==> config.mk <==
export PLATFORM = sky130hd
export DESIGN_NAME = vram_arbiter
export DESIGN_NICKNAME = d
export VERILOG_FILES = /design/src/rtl/vram_arbiter.sv
export SDC_FILE = /design/constraint.sdc
export NUM_CORES = 1
export LEC_CHECK = 0
export BUFFER_PORTS_ARGS = -buffer_cell sky130_fd_sc_hd__buf_2
export CORE_MARGIN = 2
export CORE_UTILIZATION = 48
export DETAILED_ROUTE_END_ITERATION = 12
export PLACE_DENSITY = 0.79
export SYNTH_ARGS = -nofsm -noshare
export SYNTH_HDL_FRONTEND = slang
export SYNTH_SLANG_ARGS = --single-unit
==> constraint.sdc <==
create_clock -name Clk -period 1.9 [get_ports Clk]
set_input_delay 0.095 -clock Clk [delete_from_list [all_inputs] [get_ports Clk]]
set_output_delay 0.095 -clock Clk [all_outputs]
set_load 0.005 [all_outputs]
==> src/rtl/vram_arbiter.sv <==
// rtl/vram_arbiter.sv - single-port VRAM arbiter between a display reader and a CPU
//
// Purpose:
//   Grants one VRAM access per Clk cycle. Priority: display read, CPU write,
//   CPU read. Display reads are never delayed and return data two cycles after
//   they are sampled. A CPU read returns data two cycles after its ack. An
//   8-bit saturating wait counter drives cpu_starve.
//
// Optional build macro:
//   VRAM_ARB_WFIFO_EN - adds a WFIFO_DEPTH-entry CPU write FIFO. Writes are
//   acked on enqueue, even alongside a display read. The FIFO head drains in
//   any cycle without disp_req. CPU reads wait until the FIFO is empty.
//
// Ports:
//   Clk, Reset          clock, asynchronous active-high reset
//   disp_req/disp_addr  display read request (one cycle) and address
//   disp_data/disp_valid display read data and its valid pulse
//   cpu_req/cpu_we      CPU request (held until ack), 1 = write
//   cpu_addr/cpu_wdata  CPU address and write data
//   cpu_ack             one-cycle pulse when the CPU request is accepted
//   cpu_rdata/cpu_rvalid CPU read data and its valid pulse
//   cpu_starve          wait counter >= STARVE_MAX
//   ram_addr/ram_we/ram_wdata registered VRAM controls
//   ram_rdata           VRAM read data, one-cycle synchronous read
module vram_arbiter #(
    parameter int ADDR_W      = 16,
    parameter int DATA_W      = 8,
    parameter int STARVE_MAX  = 16,
    parameter int WFIFO_DEPTH = 4
) (
    input  logic              Clk,
    input  logic              Reset,
    input  logic              disp_req,
    input  logic [ADDR_W-1:0] disp_addr,
    output logic [DATA_W-1:0] disp_data,
    output logic              disp_valid,
    input  logic              cpu_req,
    input  logic              cpu_we,
    input  logic [ADDR_W-1:0] cpu_addr,
    input  logic [DATA_W-1:0] cpu_wdata,
    output logic              cpu_ack,
    output logic [DATA_W-1:0] cpu_rdata,
    output logic              cpu_rvalid,
    output logic              cpu_starve,
    output logic [ADDR_W-1:0] ram_addr,
    output logic              ram_we,
    output logic [DATA_W-1:0] ram_wdata,
    input  logic [DATA_W-1:0] ram_rdata
);

    if (WFIFO_DEPTH < 2 || (WFIFO_DEPTH & (WFIFO_DEPTH - 1)) != 0) begin : g_bad_depth
        $error("WFIFO_DEPTH must be a power of two >= 2");
    end

    typedef enum logic [1:0] {
        IDLE    = 2'd0,
        DISP_RD = 2'd1,
        CPU_RD  = 2'd2,
        CPU_WR  = 2'd3
    } state_t;

    // state records the access issued this cycle, so it doubles as the
    // first stage of the read-return pipeline.
    state_t            state;
    state_t            state_nxt;
    logic              cpu_grant;
    logic              disp_p2;
    logic              cpu_p2;
    logic              rd_busy;
    logic [7:0]        wait_cnt;
    logic [7:0]        wait_nxt;
    logic [ADDR_W-1:0] wr_addr;
    logic [DATA_W-1:0] wr_data;

    // Only one CPU read may be in flight.
    assign rd_busy = (state == CPU_RD) || cpu_p2;

`ifdef VRAM_ARB_WFIFO_EN
    localparam int PTR_W = $clog2(WFIFO_DEPTH);

    logic [ADDR_W-1:0] fifo_addr [WFIFO_DEPTH];
    logic [DATA_W-1:0] fifo_data [WFIFO_DEPTH];
    logic [PTR_W-1:0]  wr_ptr;
    logic [PTR_W-1:0]  rd_ptr;
    logic [PTR_W:0]    fifo_cnt;
    logic              fifo_full;
    logic              fifo_empty;
    logic              enq;
    logic              deq;

    assign fifo_full  = (fifo_cnt == (PTR_W+1)'(WFIFO_DEPTH));
    assign fifo_empty = (fifo_cnt == '0);
    assign wr_addr    = fifo_addr[rd_ptr];
    assign wr_data    = fifo_data[rd_ptr];

    always_comb begin
        state_nxt = IDLE;
        cpu_grant = 1'b0;
        enq       = 1'b0;
        deq       = 1'b0;
        if (disp_req) begin
            state_nxt = DISP_RD;
        end
        // Enqueue does not use the VRAM slot, so it proceeds alongside display.
        if (cpu_req && cpu_we && !fifo_full) begin
            cpu_grant = 1'b1;
            enq       = 1'b1;
        end
        if (!disp_req) begin
            if (!fifo_empty) begin
                state_nxt = CPU_WR;
                deq       = 1'b1;
            end else if (cpu_req && !cpu_we && !rd_busy) begin
                state_nxt = CPU_RD;
                cpu_grant = 1'b1;
            end
        end
    end

    always_ff @(posedge Clk or posedge Reset) begin
        if (Reset) begin
            wr_ptr   <= '0;
            rd_ptr   <= '0;
            fifo_cnt <= '0;
        end else begin
            if (enq) begin
                wr_ptr <= wr_ptr + PTR_W'(1);
            end
            if (deq) begin
                rd_ptr <= rd_ptr + PTR_W'(1);
            end
            case ({enq, deq})
                2'b10:   fifo_cnt <= fifo_cnt + (PTR_W+1)'(1);
                2'b01:   fifo_cnt <= fifo_cnt - (PTR_W+1)'(1);
                default: fifo_cnt <= fifo_cnt;
            endcase
        end
    end

    // Storage needs no reset; validity is tracked by the pointers.
    always_ff @(posedge Clk) begin
        if (enq) begin
            fifo_addr[wr_ptr] <= cpu_addr;
            fifo_data[wr_ptr] <= cpu_wdata;
        end
    end
`else
    assign wr_addr = cpu_addr;
    assign wr_data = cpu_wdata;

    always_comb begin
        state_nxt = IDLE;
        cpu_grant = 1'b0;
        if (disp_req) begin
            state_nxt = DISP_RD;
        end else if (cpu_req) begin
            if (cpu_we) begin
                state_nxt = CPU_WR;
                cpu_grant = 1'b1;
            end else if (!rd_busy) begin
                state_nxt = CPU_RD;
                cpu_grant = 1'b1;
            end
        end
    end
`endif

    // A dropped request clears the counter just like a grant does.
    always_comb begin
        if (cpu_grant || !cpu_req) begin
            wait_nxt = '0;
        end else if (wait_cnt != 8'hFF) begin
            wait_nxt = wait_cnt + 8'd1;
        end else begin
            wait_nxt = wait_cnt;
        end
    end

    always_ff @(posedge Clk or posedge Reset) begin
        if (Reset) begin
            state      <= IDLE;
            ram_addr   <= '0;
            ram_we     <= 1'b0;
            ram_wdata  <= '0;
            disp_p2    <= 1'b0;
            cpu_p2     <= 1'b0;
            disp_valid <= 1'b0;
            disp_data  <= '0;
            cpu_ack    <= 1'b0;
            cpu_rvalid <= 1'b0;
            cpu_rdata  <= '0;
            wait_cnt   <= '0;
            cpu_starve <= 1'b0;
        end else begin
            state      <= state_nxt;
            cpu_ack    <= cpu_grant;
            wait_cnt   <= wait_nxt;
            cpu_starve <= (int'(wait_nxt) >= STARVE_MAX);
            ram_we     <= (state_nxt == CPU_WR);
            case (state_nxt)
                DISP_RD: ram_addr <= disp_addr;
                CPU_RD:  ram_addr <= cpu_addr;
                CPU_WR: begin
                    ram_addr  <= wr_addr;
                    ram_wdata <= wr_data;
                end
                default: ram_addr <= ram_addr;
            endcase
            // RAM samples ram_addr one edge after issue; data is captured the edge after.
            disp_p2    <= (state == DISP_RD);
            cpu_p2     <= (state == CPU_RD);
            disp_valid <= disp_p2;
            cpu_rvalid <= cpu_p2;
            if (disp_p2) begin
                disp_data <= ram_rdata;
            end
            if (cpu_p2) begin
                cpu_rdata <= ram_rdata;
            end
        end
    end

endmodule

-- Word level (Yosys, flattened, before mapping)
Cells that the tools add are included.
Widths: inputs -> output; s select.
- input port bits: 53
- RAM bits: 0
- output and inout port bits: 45
- memories kept: 0
- bits in latches: 0
- logic and storage cells: 37
- register bits: 57
- memory bits (read-only): 0
- $add $sub $neg: 1
- divide/modulo/power cells: 0
- eq/ne operators: 6
- order comparisons: 1
- $mul: 0
- bitwise operators: 0
- shift operators: 0
- multiplexer cells: 11
- reduce and logical (&&, ||, !) cells: 5
- operator list (cell ; number):
    $pmux 16 s2 ; 1
    $mux 8 ; 2
    $add 8x1->8 const B ; 1
    $ge 8x5->1 const B ; 1
    $mux 2 ; 4
    $ne 8x8->1 const B ; 1
    $eq 2x2->1 const B ; 3
    $eq 2x1->1 const B ; 2
    $mux 1 ; 4
    $logic_or 1x1->1 ; 2
    $reduce_bool 2->1 ; 1
    $reduce_or 2->1 ; 1
    $logic_not 1->1 ; 1

-- Longest topological paths before layout
Gate-level depths: netlist (run 1).
- depth after elaboration: 9
- mapped depth: 5
- depth with buffers taken out: 5

-- Least setup slack after synthesis (run 1)
OpenSTA, ideal clock, no wires.
- path kind: register to register
- from: register wait_cnt[0]
- to: register cpu_starve
- slack: 0.420 ns
- period minus slack after synthesis: 1.480 ns
- setup time: 0.135 ns
- stages on the path, launching flop included: 6
- data required time: 1.765 ns
- arrival time: 1.345 ns
- path buffers: 0
- cell sequence: dfrtp_1 -> ha_1 -> and3_1 -> nor4b_1 -> a211o_1 -> nand4b_1
- longest elaborated chain between the ends: 4
- elaborated cells on any way between the ends: 5
- those cells by class: add/sub (1); order compare (1); eq/ne (1); mux (2)
- RTL lines (item ; RTL line ; RTL):
    start, declared ; 70 ; logic [7:0] wait_cnt;
    start signal, assigned ; 197 ; wait_cnt <= wait_nxt;
    $add 8x1->8 / $ne 8x8->1 (equally long branches) ; 173, 172 ;
    $mux 8 (*) ; 172 ; end else if (wait_cnt != 8'hFF) begin
    $mux 8 (*) ; 170 ; if (cpu_grant || !cpu_req) begin
    $ge 8x5->1 (*) ; 198 ; cpu_starve <= (int'(wait_nxt) >= STARVE_MAX);
    end signal, assigned ; 198 ;
    end, declared ; 44 ; output logic cpu_starve,
Mark *: on every way between the ends. The rest lies on a longest branch, timed or not.
A chain may end at the register's enable or synchronous reset.

-- Worst setup path after layout (run 1)
Same ends and word-level chain as after synthesis.

==> reports/summary.md, run 1 <==
The library cell contributing the largest single delay on the critical path is sky130_fd_sc_hd__dfrtp_1. The buffering stage count on the worst path with inverters included was 0. Synthesis handed over a netlist of 222 instances.

Yosys mapped a number of flops with a built-in enable equal to 0. The async set or reset register ratio after synthesis was 1.00. The final critical path time including I/O delays and setup was 1.62 ns; the static leakage was 1.72 nW. After synthesis, the most frequently instantiated cells are sky130_fd_sc_hd__dfrtp_1 (57), sky130_fd_sc_hd__nand2_1 (27), sky130_fd_sc_hd__and3_1 (18), sky130_fd_sc_hd__a21boi_0 (17). The run gives 2 as the clock tree buffer depth. The worst-case IR drop observed on VDD is 0.000529 V. Effective utilization at floorplan: 0.497.

In this run the tool buffered the top-level ports with 97 buffer cells. The number of different library cells used by synthesis comes to 39. Number of design-rule violations left by the first detailed-router iteration: 87. The post-synthesis share of cell area spent on full adders, half adders and majority gates came out at 0.00493. The tools report the final-layout setup total negative slack as 0 ns.

The flow ran to the end, and the final reports show no timing, DRC or antenna violations. For this run, the post-layout net count is 387. Measured along the x axis, the die boundary spans 76.7 µm. Power spread over the standard cell area amounts to 878 nW/µm². Dominant register cell in the synthesized netlist: sky130_fd_sc_hd__dfrtp_1. The clock latency at the later pin of the worst-skew pair is 0.33 ns, and the layout overhead on the synthesized area is 33.1%. Main combinational cell family by area after synthesis: simple AND/OR/NAND/NOR gates.

The type of the setup path with the least slack was reg2reg. The mux contribution to synthesized area works out to 0.0750. At the worst endpoint, the required time is 2.10 ns.

Headroom to the max-slew limit: 0.602. The tools report the iteration count of the initial detailed-routing pass as 4. The logs give 98 for the number of placed I/O pins and 9 for the total CTS buffers. The final routed wire length divided by cell count works out to 13.1 µm. After legalization and detailed placement, the total HPWL measured 3.67 mm. Clock tree synthesis found a total of 57 sinks. The most area-hungry cell type in the Yosys netlist was sky130_fd_sc_hd__dfrtp_1.

After detailed routing, the number of vias per cell comes to 5.02. The cell area after technology mapping was 2540 µm²; the fraction of final layout cells sized beyond drive strength 1 was 0.414. Routability-driven placement finished with a final weighted congestion of 0.766. Synthesis produced a netlist with a net count of 276. The path class of the tightest hold or removal check is in2reg.

The number of global-route vias before repair was 2025; the simple-gate share of the synthesized area was 0.180. The tools report the part of the Yosys area used for sequential elements as 0.562. In the post-synthesis netlist, the biggest area contributors are sky130_fd_sc_hd__dfrtp_1 (56%), sky130_fd_sc_hd__mux2_2 (7.1%), sky130_fd_sc_hd__o31a_1 (5.5%), sky130_fd_sc_hd__a21boi_0 (5.0%), sky130_fd_sc_hd__and3_1 (4.4%).

The count of filler cells inserted in the layout is 396. The average cell area after synthesis was 11.4 µm². The first global-routing pass estimated 9.02 mm of wire. The type of element launching the critical path was a flop.

For the final-report hold violation count, the log shows 0. Summed over all layers, the global routing overflow is 0. The logs give 2.36 mm for the wire length the detailed router placed on met1 and 0.191 for the overall fraction of global-route tracks in use. The floorplan step defined a die boundary enclosing 5880 µm². Wire segments on met2 add up to 2.56 mm in the final route. STA classifies the critical path endpoint as a flop. Setup repair after global routing left no endpoint under its margin. On the worst path, the slowest cell contributes a delay of 0.43 ns. The cell family contributing the most delay on the critical path is simple AND/OR/NAND/NOR gates.

The share of the clock period used by the worst path after layout came out at 0.854. The critical path goes through ha_1, and3_1, nor4b_1, a211o_1, nand4b_1. In this run the clock root is driven by a sky130_fd_sc_hd__clkbuf_8. The run gives 3 as the number of H-tree branching levels.

In this run the remaining antenna-violating nets after routing total 0. After clock tree synthesis, the clock-pin slew on the worst setup and hold paths is 0.06 ns. Of all nets on the critical path, the largest fanout is 5. The total wirelength of the detailed-routed design is 5.36 mm, and the count of unresolved DRC violations after routing is 0.

The pin count of the biggest net entering global routing came out at 34. Static timing analysis puts the maximum clock frequency at 616 MHz. Detailed routing placed a total of 331 µm of wire on met3. The top routing layer in use is met4.

The area share of xor/xnor cells in the synthesized design is 0.00345, and the post-placement worst setup slack is 0.271 ns. TritonCTS built the clock tree. The number of synthesized register bits is 57. The compound-gate portion of the synthesized area was 0.141. The number of antenna diodes in the final layout is 0. The number of gates resized after CTS was 0. Setup violations remaining at the end of the flow were counted as 0.

For this block, the via count after detailed routing is 2049. For the worst clock skew, the log shows 0.00960 ns. The logs give 0.277 ns for the final setup slack of the worst path and 1.82 ns for the worst path arrival time.

The actual transition at the worst max-transition pin is 0.596 ns. Row generation in the floorplan step produced 26 rows. The number of antenna violations at the first check in global routing came out at 0. The max-cap violation count was 0. The die extent in y is 76.7 µm. Yosys instantiated no cell more often than sky130_fd_sc_hd__dfrtp_1. Yosys printed 0 warnings.

The run gives 5110 µm² as the area of the core region. The number of max-slew violations in the final report is 0, and the share of the synthesized area in the top cell type is 0.562.
[timing repair]
action	in CTS	in global routing
hold buffers	9	0
setup buffers	0	0
endpoints found under the hold margin	31	0
[layer usage]
layer / global-route usage / up-vias
li1: - / 1001
met1: 0.240 / 964
met5: 0 / -
met4: 0.0982 / 0
met2: 0.304 / 72
met3: 0.0529 / 12
[logic make-up after synthesis]
logic type	count (synthesis)
compound gates	43
xor+xnor	1
fa+ha+maj	1
buf+inv	19
flops	57
mux	17
simple gates	84
[through the flow]
step                cells  power [W]  hold WS [ns]  utilization  area [µm²]
floorplan             222    0.00167         0.200            -        2540
global placement      383    0.00188         0.145        0.607        3100
detailed placement    383    0.00190         0.157        0.607        3100
CTS                   408    0.00299       0.00111        0.661        3380
global route          408    0.00311       0.00386        0.661        3380
finish                408    0.00296        0.0111        0.661        3380
[worst paths after layout]
| kind | startpoint | slack (ns) | end | cells after the start |
|---|---|---|---|---|
| setup reg to reg | wait_cnt[0] | 0.28 | cpu_starve | 5 |
| hold / removal | cpu_we | 0.01 | state[0] | 2 |
| min in group asynchronous | Reset | 0.35 | ram_wdata[0] | 3 |
| max in group asynchronous | Reset | 0.91 | wait_cnt[5] | 4 |
| setup / recovery | wait_cnt[0] | 0.28 | cpu_starve | 5 |
| hold reg to reg | state[1] | 0.43 | disp_p2 | 1 |
[flip-flops by register name, summed over array words and instances, names as in the netlist]
signal	cells
cpu_rvalid	1
disp_p2	1
cpu_ack	1
disp_data	8
ram_we	1
ram_addr	16
ram_wdata	8
state	2
wait_cnt	8
cpu_p2	1
disp_valid	1
cpu_rdata	8
cpu_starve	1
[power breakdown]
part           internal (W)  switching [W]
logic              0.000268       0.000197
clock network      0.000604       0.000473
registers           0.00135      0.0000728
total               0.00222       0.000742
[area by class of cell]
type	count	area (µm²)	share of cell area
clock inverter	5	56.3	0.0167
inverter	6	22.5	0.00667
multi-input combinational	146	1020	0.303
timing repair buffer	113	628	0.186
clock buffer	11	131	0.0389
tap	70	87.6	0.0259
sequential	57	1430	0.422
[placed cells by master (no fill, tap or decap), types with 2 or more instances in the layout]
cell type / netlist / layout
sky130_fd_sc_hd__buf_2: 3 / 97
sky130_fd_sc_hd__nand2b_1: 13 / 13
sky130_fd_sc_hd__clkbuf_1: 8 / 2
sky130_fd_sc_hd__a21boi_0: 17 / 17
sky130_fd_sc_hd__clkinv_2: 0 / 2
sky130_fd_sc_hd__buf_4: 1 / 7
sky130_fd_sc_hd__nand2_1: 27 / 27
sky130_fd_sc_hd__inv_1: 5 / 4
sky130_fd_sc_hd__mux2_2: 16 / 16
sky130_fd_sc_hd__or2b_1: 3 / 3
sky130_fd_sc_hd__clkbuf_8: 0 / 9
sky130_fd_sc_hd__dfrtp_1: 57 / 57
sky130_fd_sc_hd__and3_1: 18 / 18
sky130_fd_sc_hd__dlygate4sd3_1: 0 / 9
sky130_fd_sc_hd__nor3_1: 2 / 2
sky130_fd_sc_hd__o31a_1: 16 / 16
sky130_fd_sc_hd__nand4_1: 2 / 2
sky130_fd_sc_hd__nor2_1: 9 / 9
sky130_fd_sc_hd__nor4b_1: 2 / 2
Note: power is estimated with default switching activity, not from simulation.
==> run 2: changes to the inputs <==
--- a/config.mk
+++ b/config.mk
@@ -10,6 +10,7 @@
 export CORE_UTILIZATION = 48
 export DETAILED_ROUTE_END_ITERATION = 12
 export PLACE_DENSITY = 0.79
+export REMOVE_ABC_BUFFERS = 1
 export SYNTH_ARGS = -nofsm -noshare
 export SYNTH_HDL_FRONTEND = slang
 export SYNTH_SLANG_ARGS = --single-unit
==> run 2 against run 1 <==
  * Utilization increased by 1.1 points
  * Worst hold slack about the same
  * Largest cell class unchanged
  * Highest routed layer unchanged
  * Sequential cell count unchanged
  * Largest power group unchanged
  * Combinational power increased by 2%
==> reports/summary.md, run 2 (synthesized netlist as in run 1, its figures left out) <==
The maximum fanout along the worst path is 5 (unchanged). The clock-pin slew on the worst setup and hold paths is 0.07 ns (about the same), and the final-layout setup total negative slack is 0 ns (unchanged). TritonCTS built the clock tree.

The area of the core region was 5110 µm² (unchanged). The logs give 1.80 ns (-0.02 ns) for the worst path arrival time and 0.200 (+0.00881) for the overall fraction of global-route tracks in use. Number of antenna violations at the first check in global routing: 0 (unchanged). For the total CTS buffers, the log shows 9 (unchanged). For hold timing, the worst endpoint is disp_data[7]. For the post-layout instance count excluding filler cells, the log shows 410 (+0.49%). The flow ran to the end, and the final reports show no timing, DRC or antenna violations. The final-report hold violation count is 0 (unchanged). The required arrival time at the worst endpoint was 2.10 ns (about the same); the die extent in y was 76.7 µm (unchanged).

The logs give 0.00305 W (+3.0%) for the power consumption and 0.497 (unchanged) for the effective utilization at floorplan. The number of vias per cell after detailed routing works out to 5.06 (+0.73%). The worst setup path is launched from a flop. The number of diodes added for antenna fixing was 0 (unchanged); the fraction of final layout cells sized beyond drive strength 1 was 0.412 (-0.00244). The total wirelength of the detailed-routed design was 5.38 mm (+0.37%); the number of placed I/O pins was 98 (unchanged). The total number of vias is 2074 (+1.2%), and the post-cts sizing count is 0 (unchanged). The net count reported at finish is 389 (+0.52%), and the share of the clock period used by the worst path after layout is 0.844 (-0.0104).

The count of unresolved DRC violations after routing was 0 (unchanged); the layout overhead on the synthesized area was 35.2%. The run gives 0.297 ns (+0.0199 ns) as the final setup slack of the worst path. The tools report the post-detailed-placement half-perimeter wirelength as 3.57 mm (-2.8%). The logs give 0.299 ns (+0.0280 ns) for the post-placement worst setup slack and 0.30 ns (+0.02 ns) for the minimum setup slack among reg-to-reg paths.

The headroom to the max-slew limit is 0.716 (+0.114), and the total instance count after detailed placement is 382 (-0.26%). For the number of H-tree branching levels, the log shows 3 (unchanged). The type of the setup path with the least slack was reg2reg. The wire length the detailed router placed on met1 was 2.28 mm (-3.6%).

Met3 routed wirelength: 402 µm (+21%). The final critical path time including I/O delays and setup works out to 1.60 ns (-0.0199 ns). The die boundary width was 76.7 µm (unchanged); the actual transition at the worst max-transition pin was 0.425 ns (-0.171 ns). The depth of the worst hold-timing path was 2 (unchanged); the area enclosed by the die boundary was 5880 µm² (unchanged). The most common cell after layout, fill and taps aside was sky130_fd_sc_hd__buf_2. The overflow left after global routing came out at 0 (unchanged). The power density over the cells was 890 nW/µm² (+1.4%).

The tools report the number of design-rule violations left by the first detailed-router iteration as 91 (+4.6%). The top cell types in the final layout, fill and taps aside, are sky130_fd_sc_hd__buf_2 (97), sky130_fd_sc_hd__dfrtp_1 (57), sky130_fd_sc_hd__nand2_1 (27). For the timing-limited maximum frequency, the log shows 624 MHz (+1.2%). The maximum vdd ir drop is 0.000536 V (+1.4%). The worst clock skew was 0.00743 ns (-0.00217 ns). The startpoint identified for the worst register-to-register timing path is wait_cnt[0]. The final routed wire length divided by cell count is 13.1 µm (-0.12%). The run gives 2.59 mm (+1.3%) as the met2 layer wire length in the routed design.

The remaining antenna violation count was 0 (unchanged); the number of max-slew violations in the final report was 0 (unchanged). The max-cap violation count is 0 (unchanged), and the clock latency at the later pin of the worst-skew pair is 0.33 ns (about the same). The logs give 0 (unchanged) for the setup violation total in the final timing report and 39 (+15%) for the pin count of the biggest net entering global routing. The total number of clock tree sinks was 57 (unchanged); the number of flip-flops under the largest register name was 16 (unchanged). The count of input and output buffers was 97 (unchanged). Site row count: 26 (unchanged). The cell sitting at the root of the clock tree is a sky130_fd_sc_hd__clkbuf_8. The min-delay analysis places its worst path in the category in2reg. Setup repair after global routing left no endpoint under its margin. The run gives 1.74 nW (+1.3%) as the static leakage. The routability congestion estimate from global placement is 0.716 (-6.6%).

The top routing layer in use is met4. The clock tree buffer depth was 2 (unchanged). The number of global-route vias before repair came out at 2078 (+2.6%). The iteration count of the initial detailed-routing pass is 4 (unchanged), and the final cell utilization of the core is 0.672 (+0.0105). The cell count of the worst reg-to-reg path came out at 5 (unchanged). The register with the highest flop count is ram_addr. Capture point of the worst reg-to-reg path: cpu_starve.

The worst setup path is captured at a flop. The run gives 9.36 mm (+3.8%) as the wire length of the first global-routing pass. The startpoint identified for the worst hold timing path is ram_rdata[7].
run 2: cell types whose count changed in the layout (fill, tap and decap cells not counted):
cell	delta
sky130_fd_sc_hd__buf_4	-2
sky130_fd_sc_hd__dlygate4sd3_1	+3
sky130_fd_sc_hd__buf_12	+1
sky130_fd_sc_hd__clkbuf_1	-1
sky130_fd_sc_hd__clkinv_2	-1
sky130_fd_sc_hd__clkbuf_8	+2
run 2: where the power goes:
| part | switching, W | internal [W] |
|---|---|---|
| combinational | 0.000202 | 0.000274 |
| clock | 0.000478 | 0.000677 |
| sequential | 0.0000714 | 0.00135 |
| total | 0.000752 | 0.00230 |
run 2: worst max path at each step:
stage,slack [ns],startpoint,endpoint
detailed placement,0.30,wait_cnt[0],cpu_starve
CTS,0.29,wait_cnt[0],cpu_starve
finish,0.30,wait_cnt[0],cpu_starve
global placement,0.37,wait_cnt[0],cpu_starve
floorplan,0.30,cpu_p2,ram_addr[0]
global route,0.18,wait_cnt[0],cpu_starve
run 2: worst max-delay path, cell delays in order, from the launching register on:
cell                       delay (ns)
sky130_fd_sc_hd__dfrtp_1         0.42
sky130_fd_sc_hd__ha_1            0.25
sky130_fd_sc_hd__and3_1          0.19
sky130_fd_sc_hd__nor4b_1         0.32
sky130_fd_sc_hd__a211o_1         0.19
sky130_fd_sc_hd__nand4b_1        0.10
run 2: metal layers:
metal	vias up	track usage
li1	1007	-
met5	-	0
met2	72	0.324
met3	11	0.0694
met4	0	0.0836
met1	984	0.244
run 2: repair_timing:
item,in CTS,in global routing
hold endpoints to repair,31,0
hold buffers,12,0
setup buffers,0,0
run 2: stage by stage:
step	cell area, µm²	hold WS (ns)
final	3430	0.0109
after floorplan	2470	0.161
after CTS	3430	0.000477
after global placement	3100	0.115
after global routing	3430	0.00166
after detailed placement	3100	0.121
run 2: cell type report:
type	count	area [µm²]
fillers	405	1680
clock buffers	12	155
inverters	6	22.5
repair buffers	115	663
well taps	70	87.6
clock inverters	4	51.3
multi-input cells	146	1020
flip-flops and latches	57	1430
